--- config.mk ---
export PLATFORM = sky130hd
export DESIGN_NAME = serial_subtractor_mux
export DESIGN_NICKNAME = d
export VERILOG_FILES = /design/src/rtl/serial_sub_pkg.sv /design/src/rtl/full_subtractor_mux.sv /design/src/rtl/serial_subtractor_mux.sv
export SDC_FILE = /design/constraint.sdc
export NUM_CORES = 1
export LEC_CHECK = 0
export BUFFER_PORTS_ARGS = -buffer_cell sky130_fd_sc_hd__buf_2
export CORE_AREA = 5 5 58 112
export DETAILED_ROUTE_END_ITERATION = 6
export DIE_AREA = 0 0 63 117
export PLACE_DENSITY = 0.43
export SYNTH_ARGS = -nofsm -noshare
export SYNTH_HDL_FRONTEND = slang
export SYNTH_SLANG_ARGS = --single-unit
--- constraint.sdc ---
create_clock -name clk -period 1.64 [get_ports clk]
set_input_delay 0.328 -clock clk [delete_from_list [all_inputs] [get_ports clk]]
set_output_delay 0.328 -clock clk [all_outputs]
set_load 0.005 [all_outputs]
--- src/rtl/serial_sub_pkg.sv ---
// serial_sub_pkg -- shared types and helpers for serial_subtractor_mux.
//   state_t : FSM encoding (ST_IDLE, ST_RUN, ST_DONE)
//   cnt_w() : bit-counter width for a given operand WIDTH
package serial_sub_pkg;

  typedef enum logic [1:0] {
    ST_IDLE = 2'd0,
    ST_RUN  = 2'd1,
    ST_DONE = 2'd2
  } state_t;

  // Counter must hold 0..WIDTH-1; keep at least one bit.
  function automatic int cnt_w(input int width);
    return (width > 1) ? $clog2(width) : 1;
  endfunction

endpackage

--- src/rtl/full_subtractor_mux.sv ---
// mux_2x1            -- 1-bit 2:1 mux, y = sel ? d1 : d0.
// full_subtractor_mux -- 1-bit full subtractor (a - b - bin) built from two
//   mux_2x1 cells selected by the minuend bit a.
//   in : a, b, bin   out : d (difference), bout (borrow out)
module mux_2x1 (
  input  logic d0,
  input  logic d1,
  input  logic sel,
  output logic y
);
  assign y = sel ? d1 : d0;
endmodule

module full_subtractor_mux (
  input  logic a,
  input  logic b,
  input  logic bin,
  output logic d,
  output logic bout
);
  logic x;
  assign x = b ^ bin;

  // a=0: d = b^bin,    bout = b|bin
  // a=1: d = ~(b^bin), bout = b&bin
  mux_2x1 u_mux_d    (.d0(x),       .d1(~x),      .sel(a), .y(d));
  mux_2x1 u_mux_bout (.d0(b | bin), .d1(b & bin), .sel(a), .y(bout));
endmodule

--- src/rtl/serial_subtractor_mux.sv ---
// serial_subtractor_mux -- bit-serial WIDTH-bit unsigned subtractor,
// diff = a - b (mod 2^WIDTH), one bit per clock LSB first.
//   clk, rst (sync, active-high)
//   start, a, b           : request; a/b captured when accepted (IDLE/DONE)
//   busy                  : high for the WIDTH RUN cycles
//   done                  : one-cycle pulse, diff/borrow_out valid
//   diff, borrow_out      : result, held until the next completion
//   ovf                   : signed overflow, only with SUB_SIGNED_OVF_EN
// Build option: `define SUB_SIGNED_OVF_EN adds the ovf port and register.
module serial_subtractor_mux
  import serial_sub_pkg::*;
#(
  parameter int WIDTH = 8
) (
  input  logic             clk,
  input  logic             rst,
  input  logic             start,
  input  logic [WIDTH-1:0] a,
  input  logic [WIDTH-1:0] b,
  output logic             busy,
  output logic             done,
  output logic [WIDTH-1:0] diff,
  output logic             borrow_out
`ifdef SUB_SIGNED_OVF_EN
  ,
  output logic             ovf
`endif
);

  localparam int CW = cnt_w(WIDTH);

  state_t           state_q, state_d;
  logic [WIDTH-1:0] sa, sb, res;
  logic [CW-1:0]    cnt;
  logic             bin;
  logic             accept, last;
  logic             cell_d, cell_bout;

  full_subtractor_mux u_cell (
    .a   (sa[0]),
    .b   (sb[0]),
    .bin (bin),
    .d   (cell_d),
    .bout(cell_bout)
  );

  always_ff @(posedge clk) begin
    if (rst) state_q <= ST_IDLE;
    else     state_q <= state_d;
  end

  always_comb begin
    state_d = state_q;
    accept  = 1'b0;
    last    = 1'b0;
    case (state_q)
      ST_IDLE: if (start) begin
        accept  = 1'b1;
        state_d = ST_RUN;
      end
      ST_RUN: if (cnt == CW'(WIDTH - 1)) begin
        last    = 1'b1;
        state_d = ST_DONE;
      end
      ST_DONE: begin
        if (start) begin
          accept  = 1'b1;
          state_d = ST_RUN;
        end else begin
          state_d = ST_IDLE;
        end
      end
      default: state_d = ST_IDLE;
    endcase
  end

  always_ff @(posedge clk) begin
    if (rst) begin
      sa         <= '0;
      sb         <= '0;
      res        <= '0;
      cnt        <= '0;
      bin        <= 1'b0;
      busy       <= 1'b0;
      done       <= 1'b0;
      diff       <= '0;
      borrow_out <= 1'b0;
`ifdef SUB_SIGNED_OVF_EN
      ovf        <= 1'b0;
`endif
    end else if (accept) begin
      sa   <= a;
      sb   <= b;
      bin  <= 1'b0;
      cnt  <= '0;
      busy <= 1'b1;
      done <= 1'b0;
    end else if (state_q == ST_RUN) begin
      sa  <= sa >> 1;
      sb  <= sb >> 1;
      bin <= cell_bout;
      cnt <= cnt + 1'b1;
      // Result enters from the MSB side; after WIDTH shifts bit 0 is the LSB.
      res <= {cell_d, res[WIDTH-1:1]};
      if (last) begin
        diff       <= {cell_d, res[WIDTH-1:1]};
        borrow_out <= cell_bout;
        done       <= 1'b1;
        busy       <= 1'b0;
`ifdef SUB_SIGNED_OVF_EN
        // On the last step sa[0]/sb[0] are the operand MSBs, cell_d the diff MSB.
        ovf        <= (sa[0] ^ sb[0]) & (cell_d ^ sa[0]);
`endif
      end
    end else begin
      done <= 1'b0;
    end
  end

endmodule

; ---- After elaboration in Yosys (flattened, before gate mapping)
; Cells that the tools add are included.
[totals]
register_bits = 41
out_inout_bits = 11
elab_cells = 49
[classes]
n_addsub = 1
eq_ne = 5
n_mux = 17
bitwise_logic = 6
n_reduce_logical = 10
[ops]
columns = op, n
row1 = two-way mux 8 bit, 4
row2 = two-way mux 1 bit, 10
row3 = case mux 2 bit (3 select lines), 1
row4 = AND reduction 2 bit, 3
row5 = two-way mux 2 bit, 2
row6 = != test 2 bit (second input constant), 2
row7 = nonzero test 2 bit, 2
row8 = OR reduction 2 bit, 2
row9 = adder 3 x 1 -> 3 bit (second input constant), 1
row10 = == test 3 bit (second input constant), 1
row11 = inverter 1 bit, 3
row12 = AND reduction 3 bit, 1
row13 = OR reduction 3 bit, 1
row14 = == test 2 x 1 -> 1 bit (second input constant), 1
row15 = == test 2 bit (second input constant), 1
row16 = zero test 2 bit, 1
row17 = bitwise AND 1 bit, 1
row18 = bitwise OR 1 bit, 1
row19 = XOR 1 bit, 1

; ---- Logic depth before layout (Yosys ltp)
; Gate-level depths: netlist (run 1).
[logic_depth]
depth_word = 6
depth_mapped = 6
mapped_depth_nobuf = 5

; ---- Modules after synthesis
; A second synthesis (run 1) with hierarchy kept.
[unflattened]
hier_cells = 195
area_unflattened_um2 = 1645.3
[modules_own_cells]
columns = mod, n_inst, cells_each, area_each_um2, seq_area_each_um2
row1 = serial_subtractor_mux, 1, 187, 1575.3, 800.8
row2 = full_subtractor_mux, 1, 6, 40.0, 0.0
row3 = mux_2x1, 2, 1, 15.0, 0.0

; ---- Worst setup path before layout (run 1)
; OpenSTA, ideal clock, no wires.
[synth_path]
path_kind = register to register
start = reg cnt[0]
end = reg diff[7]
setup_time_ns = 0.086
arrival_time_ns = 1.213
required_ns = 1.554
setup_slack_ns = 0.342
path_stages_with_launch = 7
path_cell_list = dfxtp_1 ha_1 ha_1 and3b_1 buf_2 nor2_1 a211oi_1
[synth_between]
elab_chain_len = 4
[synth_rtl]
columns = item, line
row1 = start: declaration, serial_subtractor_mux.sv:34  ; logic [CW-1:0] cnt;
row2 = start signal: assignment, serial_subtractor_mux.sv:102  ; cnt <= cnt + 1'b1;
row3 = == test 3 bit, serial_subtractor_mux.sv:61  ; ST_RUN: if (cnt == CW'(WIDTH - 1)) begin
row4 = two-way mux 1 bit, serial_subtractor_mux.sv:61
row5 = two-way mux 1 bit, serial_subtractor_mux.sv:56  ; case (state_q)
row6 = AND reduction 3 bit (no line), n/a
row7 = end signal: assignment, serial_subtractor_mux.sv:106  ; diff <= {cell_d, res[WIDTH-1:1]};
row8 = end: declaration, serial_subtractor_mux.sv:22  ; output logic [WIDTH-1:0] diff,
; No other way between the ends.
; A chain may end at the register's enable or synchronous reset.

; ---- Worst setup path after layout (run 1)
[layout_path]
start = reg state_q[0]
end = reg sa[1]
[layout_between]
elab_chain_len = 4
[layout_rtl]
columns = item, line
row1 = start: declaration, serial_subtractor_mux.sv:32  ; state_t state_q, state_d;
row2 = start signal: assignment, serial_subtractor_mux.sv:49  ; else state_q <= state_d;
row3 = == test 2 bit or zero test 2 bit (tied branches), serial_subtractor_mux.sv:56
row4 = OR reduction 2 bit (no line), n/a
row5 = two-way mux 1 bit, n/a
row6 = two-way mux 8 bit or nonzero test 2 bit (tied branches), n/a
row7 = end signal: assignment, serial_subtractor_mux.sv:99  ; sa <= sa >> 1;
row8 = end: declaration, serial_subtractor_mux.sv:33  ; logic [WIDTH-1:0] sa, sb, res;
; Parallel ways exist; a longest one is shown, timed or not.

==> impl_summary.log, run 1 <==
INFO  metric total_die_area = 7371 um2
INFO  metric port_buffer_cells = 29
INFO  metric core = 5612 um2
INFO  metric ys_warn_count = 0
INFO  metric drtPass1Iterations = 4
INFO  metric drc_errors = 0
INFO  metric synthTopCellsByArea = dfxtp_1, nand2_1, a311oi_1
INFO  metric place_congestion = 0.6957
INFO  metric cp-end-kind = flop
INFO  metric initial_standard_cell_utilization_of_the_core = 28.38%
INFO  metric ir_drop_worst_vdd = 771.4 uV
INFO  metric dp_hpwl = 2.483 mm
INFO  metric boundaryPins = 30
INFO  metric utilization = 35.23%
INFO  metric critical_path_arrival = 1.59 ns
INFO  metric max_cap_viol_count = 0
INFO  metric cp_max_fo = 15
INFO  metric outcome = finished, final reports clean
INFO  metric layout_worst_path_cycle_share = 85.90%
INFO  metric cellLeakagePower = 0.0007855 uW
INFO  metric most_frequently_used_cell_type_in_the_post_synthesis_netlist = nand2_1
INFO  metric rows = 39
INFO  metric type_of_the_setup_path_with_the_least_slack = flop to flop
INFO  metric synth.ff_latch_count = 40
INFO  metric grt_antenna_before_repair = 0
INFO  metric wl_cell = 12.61 um
INFO  metric clock_tree_from_tritoncts = done
INFO  metric worstHoldStart = a[7]
INFO  metric ys.flop_type = dfxtp_1
INFO  metric synth.cell_area = 1593 um2
INFO  metric via_count = 1,317
INFO  metric slew_headroom = 72.61%
INFO  metric fraction_of_final_layout_cells_with_drive_strength_greater_than_1 = 22.37%
INFO  metric grt.busiest_layer = met2
INFO  metric avgViaCountPerCell = 4.704
INFO  metric cts.clk_slew.worst_paths = 0.06 ns
INFO  metric r2r_cells = 4
INFO  metric rsz0062_at_grt = false
INFO  metric holdBufCountCts = 0
INFO  metric r2r_slack = 0.23 ns
INFO  metric hold_viol_final = 0
INFO  metric detail_route.wirelength = 3.530 mm
INFO  metric cts-buffers-inserted = 5
INFO  metric syn-mean-instance-area = 8.563 um2
INFO  metric global_routing_met3_resource_utilization = 2.961%
INFO  metric post_cts.repair.setup_buffers = 0
INFO  metric achievable-frequency = 709.9 MHz
INFO  metric synth_top_cell_area_share = 50.27%
INFO  metric min_delay_path_depth = 3
INFO  metric p_per_area = 1135 nW/um2
INFO  metric overflow = 0
INFO  metric antenna-diode-count = 0
INFO  metric detailedRoute.firstIterationViolations = 54
INFO  metric global_route.usage.met1 = 13.39%
INFO  metric mappedNetlistNets = 209
INFO  metric antenna_violating_nets_post_route = 0
INFO  metric yosysUniqueCellTypes = 26
INFO  metric finalMaxSlewViolations = 0
INFO  metric synth-edff-count = 0
INFO  metric grt_first_pass_wirelength = 6.451 mm
INFO  metric worst_max_slew_pin_slew = 0.4109 ns
INFO  metric grt_pass1_vias = 1,398
INFO  metric synthTopCellsByCount = nand2_1, dfxtp_1, nor2_1
INFO  metric cts_max_path_buffers = 2
INFO  metric chipWidth = 63 um
INFO  metric clkSinkCount = 40
INFO  metric period_needed = 1.409 ns
INFO  metric worst_r2r_endpoint = sa[1]$_SDFFE_PP0P_
INFO  metric globalRouteMet2Util = 17.68%
INFO  metric worst_ep_required_time = 1.82 ns
INFO  metric yosysSeqAreaShare = 50.27%
INFO  metric holdCritPathClass = primary input to flop
INFO  metric start_kind = flop
INFO  metric ys_async_sr_fraction = 0%
INFO  metric grt_use_total = 10.86%
INFO  metric chipHeight = 117 um
INFO  metric largest_net_degree_at_the_start_of_global_routing = 26
INFO  metric worstSkewPairLatency = 0.28 ns
INFO  metric yosys.area.top_type = dfxtp_1
INFO  metric synthCells = 186
INFO  metric design.final.nets = 241
INFO  metric syn2layout_area_growth = 24.12%
INFO  metric setup-tns-final = 0 ns
INFO  metric ctsHtreeMaxLevel = 2
INFO  metric endpoint_with_the_worst_hold_slack = sa[7]$_SDFFE_PP0P_
INFO  metric startpoint_of_the_most_critical_register_to_register_path = state_q[0]$_SDFFE_PP0P_
INFO  metric final.setup_skew = 0.003204 ns
INFO  metric finalSetupViolations = 0
INFO  metric cts_root_buf = clkbuf_16
-- worst max path at each step --
stage / slack (ns) / from / to / depth (start not counted)
floorplan: 0.34 / cnt[0]$_SDFFE_PP0P_ / diff[7]$_SDFFE_PP0P_ / 6
global placement: 0.18 / cnt[0]$_SDFFE_PP0P_ / diff[7]$_SDFFE_PP0P_ / 5
detailed placement: 0.14 / cnt[0]$_SDFFE_PP0P_ / diff[7]$_SDFFE_PP0P_ / 5
CTS: 0.13 / cnt[0]$_SDFFE_PP0P_ / diff[7]$_SDFFE_PP0P_ / 5
global route: 0.07 / cnt[0]$_SDFFE_PP0P_ / borrow_out$_SDFFE_PP0P_ / 5
finish: 0.23 / state_q[0]$_SDFFE_PP0P_ / sa[1]$_SDFFE_PP0P_ / 4
-- layout make-up --
| cell class | count | area (um2) |
|---|---|---|
| fillers | 602 | 3635 |
| inverters | 2 | 7.507 |
| clock inverters | 2 | 10.01 |
| repair buffers | 39 | 245.2 |
| multi-input cells | 130 | 698.2 |
| flip-flops and latches | 40 | 800.8 |
| clock buffers | 6 | 138.9 |
| well taps | 61 | 76.32 |
-- worst max-delay path, cell delays in order, from the launching register on --
cell,delay (ns)
dfxtp_1,0.39
and2b_1,0.41
buf_12,0.20
nand2_1,0.06
a311oi_1,0.26
-- cells in the final DEF, fill, tap and decap left out, drive strengths merged, types with 3 or more instances in the layout --
cell and instances:
a211oi 3, mux2i 3, ha 4, o22ai 3, buf 39, nand2 47
clkbuf 6, nor2 19, nor3 11, a21oi 17, a311oi 10, dfxtp 40
-- routing by layer --
| layer | wire length, um | part of all wire (%) |
|---|---|---|
| met5 | 0 | 0 |
| met4 | 56 | 1.6 |
| met3 | 154 | 4.4 |
| met2 | 1681 | 48 |
| met1 | 1638 | 46 |
-- cell families (layout without fill, tap and decap cells) --
kind of cell / Yosys count / in the layout / share of synthesized area [%]
mux: 3 / 3 / 1.885
xor+xnor: 2 / 2 / 1.100
buf+inv: 16 / 49 / 5.970
simple gates: 85 / 85 / 22.31
compound gates: 36 / 36 / 15.32
fa+ha+maj: 4 / 4 / 3.142
flops: 40 / 40 / 50.28
-- flip-flops by register name (all words and copies together) (netlist names) --
name / cells
done: 1
borrow_out: 1
res: 7
sb: 8
state_q: 2
busy: 1
sa: 8
bin: 1
cnt: 3
diff: 8
-- report_power, final --
| group | total [uW] | switching, uW | leakage, uW | internal (uW) |
|---|---|---|---|---|
| sequential | 1050 | 27.4 | 0.000327 | 1020 |
| combinational | 227 | 124 | 0.000382 | 103 |
| clock | 971 | 372 | 0.0000766 | 599 |
| total | 2240 | 523 | 0.000785 | 1720 |
-- repair_timing --
action / in CTS / in global routing
setup endpoints to repair: 0 / 2
gates resized for setup: 0 / 1
endpoints found under the hold margin: 0 / 0
-- through the flow --
stage               hold slack [ns]  total power, uW  std cells  setup WS (ns)  area [um2]
floorplan                    0.4321             1222        186         0.3416        1593
finish                       0.2930             2244        280         0.2313        1977
global route                 0.2976             2359        280        0.07420        1977
detailed placement           0.4457             1298        272         0.1446        1827
CTS                          0.2901             2288        280         0.1273        1976
global placement             0.4390             1296        272         0.1831        1827
No activity file was read; power rests on OpenSTA's default activity.
==> run 2, diff against run 1 <==
Settings changed: CTS_BUF_LIST from default to sky130_fd_sc_hd__clkbuf_2.
Clock period 1.64 ns to 1.7 ns, I/O delays scaled along.
==> run 2 against run 1 <==
Effect of this change:
- final cell count shrank 1.4%
- critical path type unchanged
- flip-flop and latch count did not move
- final area down 7.5%
- critical endpoint is now res[5]$_SDFFE_PP0P_
- sequential power down 4%
- core utilization decreased by 2.7 points
- clock-buffer cell count stayed put
- largest power group unchanged
- power shrank 28%
==> impl_summary.log, run 2 (synthesis gave the netlist of run 1 again) <==
INFO  metric outcome = finished, final reports clean
INFO  metric nFillCells = 609 (+1.2%)
INFO  metric grt_first_pass_wirelength = 5.975 mm (-7.4%)
INFO  metric post_cts.repair.setup_buffers = 0 (unchanged)
INFO  metric grt_antenna_before_repair = 0 (unchanged)
INFO  metric p_per_area = 888.8 nW/um2 (-22%)
INFO  metric ctsHtreeMaxLevel = 2 (unchanged)
INFO  metric worstSkewPairLatency = 0.39 ns (+0.11 ns)
INFO  metric power.total = 1625 uW (-28%)
INFO  metric reg.largest.list = diff x8, sa x8, sb x8
INFO  metric finalInstanceArea = 1828 um2 (-7.5%)
INFO  metric cts_root_buf = clkbuf_2
INFO  metric detailedPlace.worstSlack = 0.1911 ns (+0.04645 ns)
INFO  metric start_kind = flop
INFO  metric cpLargestDelayFamily = simple AND/OR/NAND/NOR gates
INFO  metric period_needed = 1.491 ns (+0.08223 ns)
INFO  metric holdCritPathClass = primary input to flop
INFO  metric detail_route.wirelength = 3.529 mm (about the same)
INFO  metric max_cap_viol_count = 0 (unchanged)
INFO  metric grt_use_total = 10.15% (-0.71 points)
INFO  metric chipHeight = 117 um (unchanged)
INFO  metric cts_repair_resize_count = 0 (unchanged)
INFO  metric cpPeakStageDelay = 0.56 ns (+0.15 ns)
INFO  metric cp_max_fo = 17 (+2)
INFO  metric cts-buffers-inserted = 5 (unchanged)
INFO  metric holdBufCountCts = 0 (unchanged)
INFO  metric antenna-diode-count = 0 (unchanged)
INFO  metric layout.cells.most_common_list = nand2_1, dfxtp_1, buf_2
INFO  metric largest_net_degree_at_the_start_of_global_routing = 41 (+58%)
INFO  metric finalSetupViolations = 0 (unchanged)
INFO  metric cellLeakagePower = 0.0007202 uW (-8.3%)
INFO  metric total_die_area = 7371 um2 (unchanged)
INFO  metric slew_headroom = 50.98% (-22 points)
INFO  metric final.setup_skew = 0.02570 ns (+0.02249 ns)
INFO  metric clock_tree_from_tritoncts = done
INFO  metric antenna_violating_nets_post_route = 0 (unchanged)
INFO  metric rows = 39 (unchanged)
INFO  metric syn2layout_area_growth = 14.77%
INFO  metric overflow = 0 (unchanged)
INFO  metric via_count = 1,321 (+0.30%)
INFO  metric placed_cells = 269 (-1.1%)
INFO  metric drtPass1Iterations = 4 (unchanged)
INFO  metric port_buffer_cells = 29 (unchanged)
INFO  metric avgViaCountPerCell = 4.786 (+1.8%)
INFO  metric initial_standard_cell_utilization_of_the_core = 28.38% (unchanged)
INFO  metric worst_ep_required_time = 2.03 ns (+0.21 ns)
INFO  metric grt_pass1_vias = 1,295 (-7.4%)
INFO  metric detailedRoute.firstIterationViolations = 54 (unchanged)
INFO  metric critical_path_buf_inv_count = 1 (unchanged)
INFO  metric cts_max_path_buffers = 2 (unchanged)
INFO  metric clkSinkCount = 40 (unchanged)
INFO  metric rsz0062_at_grt = false
INFO  metric layout_commonest_cell = nand2_1
INFO  metric critical_path_arrival = 1.82 ns (+0.23 ns)
INFO  metric layout_worst_path_cycle_share = 87.70% (+1.8 points)
INFO  metric finish.cell_count_without_fillers = 276 (-1.4%)
INFO  metric fraction_of_final_layout_cells_with_drive_strength_greater_than_1 = 20.93% (-1.4 points)
INFO  metric chipWidth = 63 um (unchanged)
INFO  metric worst_max_slew_pin_slew = 0.7353 ns (+0.3244 ns)
INFO  metric achievable-frequency = 670.7 MHz (-5.5%)
INFO  metric hold_viol_final = 0 (unchanged)
INFO  metric critical-path-slowest-cell = nand2b_1
INFO  metric place_congestion = 0.6924 (-0.47%)
INFO  metric drc_errors = 0 (unchanged)
INFO  metric placed_area = 1792 um2 (-1.9%)
INFO  metric wl_cell = 12.79 um (+1.4%)
INFO  metric finalMaxSlewViolations = 0 (unchanged)
INFO  metric timing.critical_path.cells = nand2b_1, buf_4, nand2_1, a21oi_1
INFO  metric cts.clk_slew.worst_paths = 0.20 ns (+0.14 ns)
INFO  metric final.setup.worst_slack = 0.2090 ns (-0.02223 ns)
INFO  metric cp-end-kind = flop
INFO  metric design.final.nets = 238 (-1.2%)
INFO  metric dp_hpwl = 2.385 mm (-3.9%)
INFO  metric boundaryPins = 30 (unchanged)
INFO  metric core = 5612 um2 (unchanged)
INFO  metric type_of_the_setup_path_with_the_least_slack = flop to flop
INFO  metric ir_drop_worst_vdd = 474.2 uV (-39%)
INFO  metric setup-tns-final = 0 ns (unchanged)
==> run 2: layout make-up <==
class | instances | area (um2) | share of cell area [%]
sequential | 40 | 800.8 | 43.81
multi-input combinational | 130 | 698.2 | 38.19
timing repair buffer | 36 | 210.2 | 11.50
tap | 61 | 76.32 | 4.175
clock buffer | 6 | 30.03 | 1.643
inverter | 2 | 7.507 | 0.4107
clock inverter | 1 | 5.005 | 0.2738
==> run 2: routing by layer <==
| metal | global-route usage [%] | up-vias | share of wire [%] |
|---|---|---|---|
| met5 | 0 | - | 0 |
| met4 | 4.674 | 0 | 1.9 |
| met3 | 3.152 | 7 | 4.3 |
| met2 | 16.52 | 24 | 47 |
| met1 | 12.16 | 603 | 47 |
| li1 | - | 687 | - |
==> run 2: worst paths after layout <==
| check | from | end | slack (ns) | cells after the start |
|---|---|---|---|---|
| max reg2reg | state_q[1]$_SDFFE_PP0P_ | res[5]$_SDFFE_PP0P_ | 0.21 | 4 |
| min | a[7] | sa[7]$_SDFFE_PP0P_ | 0.19 | 3 |
| max | state_q[1]$_SDFFE_PP0P_ | res[5]$_SDFFE_PP0P_ | 0.21 | 4 |
| min reg2reg | sa[2]$_SDFFE_PP0P_ | sa[1]$_SDFFE_PP0P_ | 0.47 | 2 |
==> run 2: report_power, final <==
group          switching, uW  internal, uW  total (uW)  leakage [uW]
clock                    305          98.2         403     0.0000288
sequential              27.0           984        1010      0.000327
combinational            119          91.3         210      0.000365
total                    451          1170        1620      0.000720
==> run 2: worst register-to-register path: stages, from the launching register on <==
cell,delay (ns)
dfxtp_1,0.39
nand2b_1,0.56
buf_4,0.27
nand2_1,0.06
a21oi_1,0.15
==> run 2: stage by stage <==
step / hold WS (ns) / util [%]
2_1_floorplan: 0.4321 / -
3_3_place_gp: 0.4473 / 31.93
3_5_place_dp: 0.4503 / 31.93
4_1_cts: 0.1564 / 32.55
5_1_grt: 0.1323 / 32.58
6_report: 0.1903 / 32.58
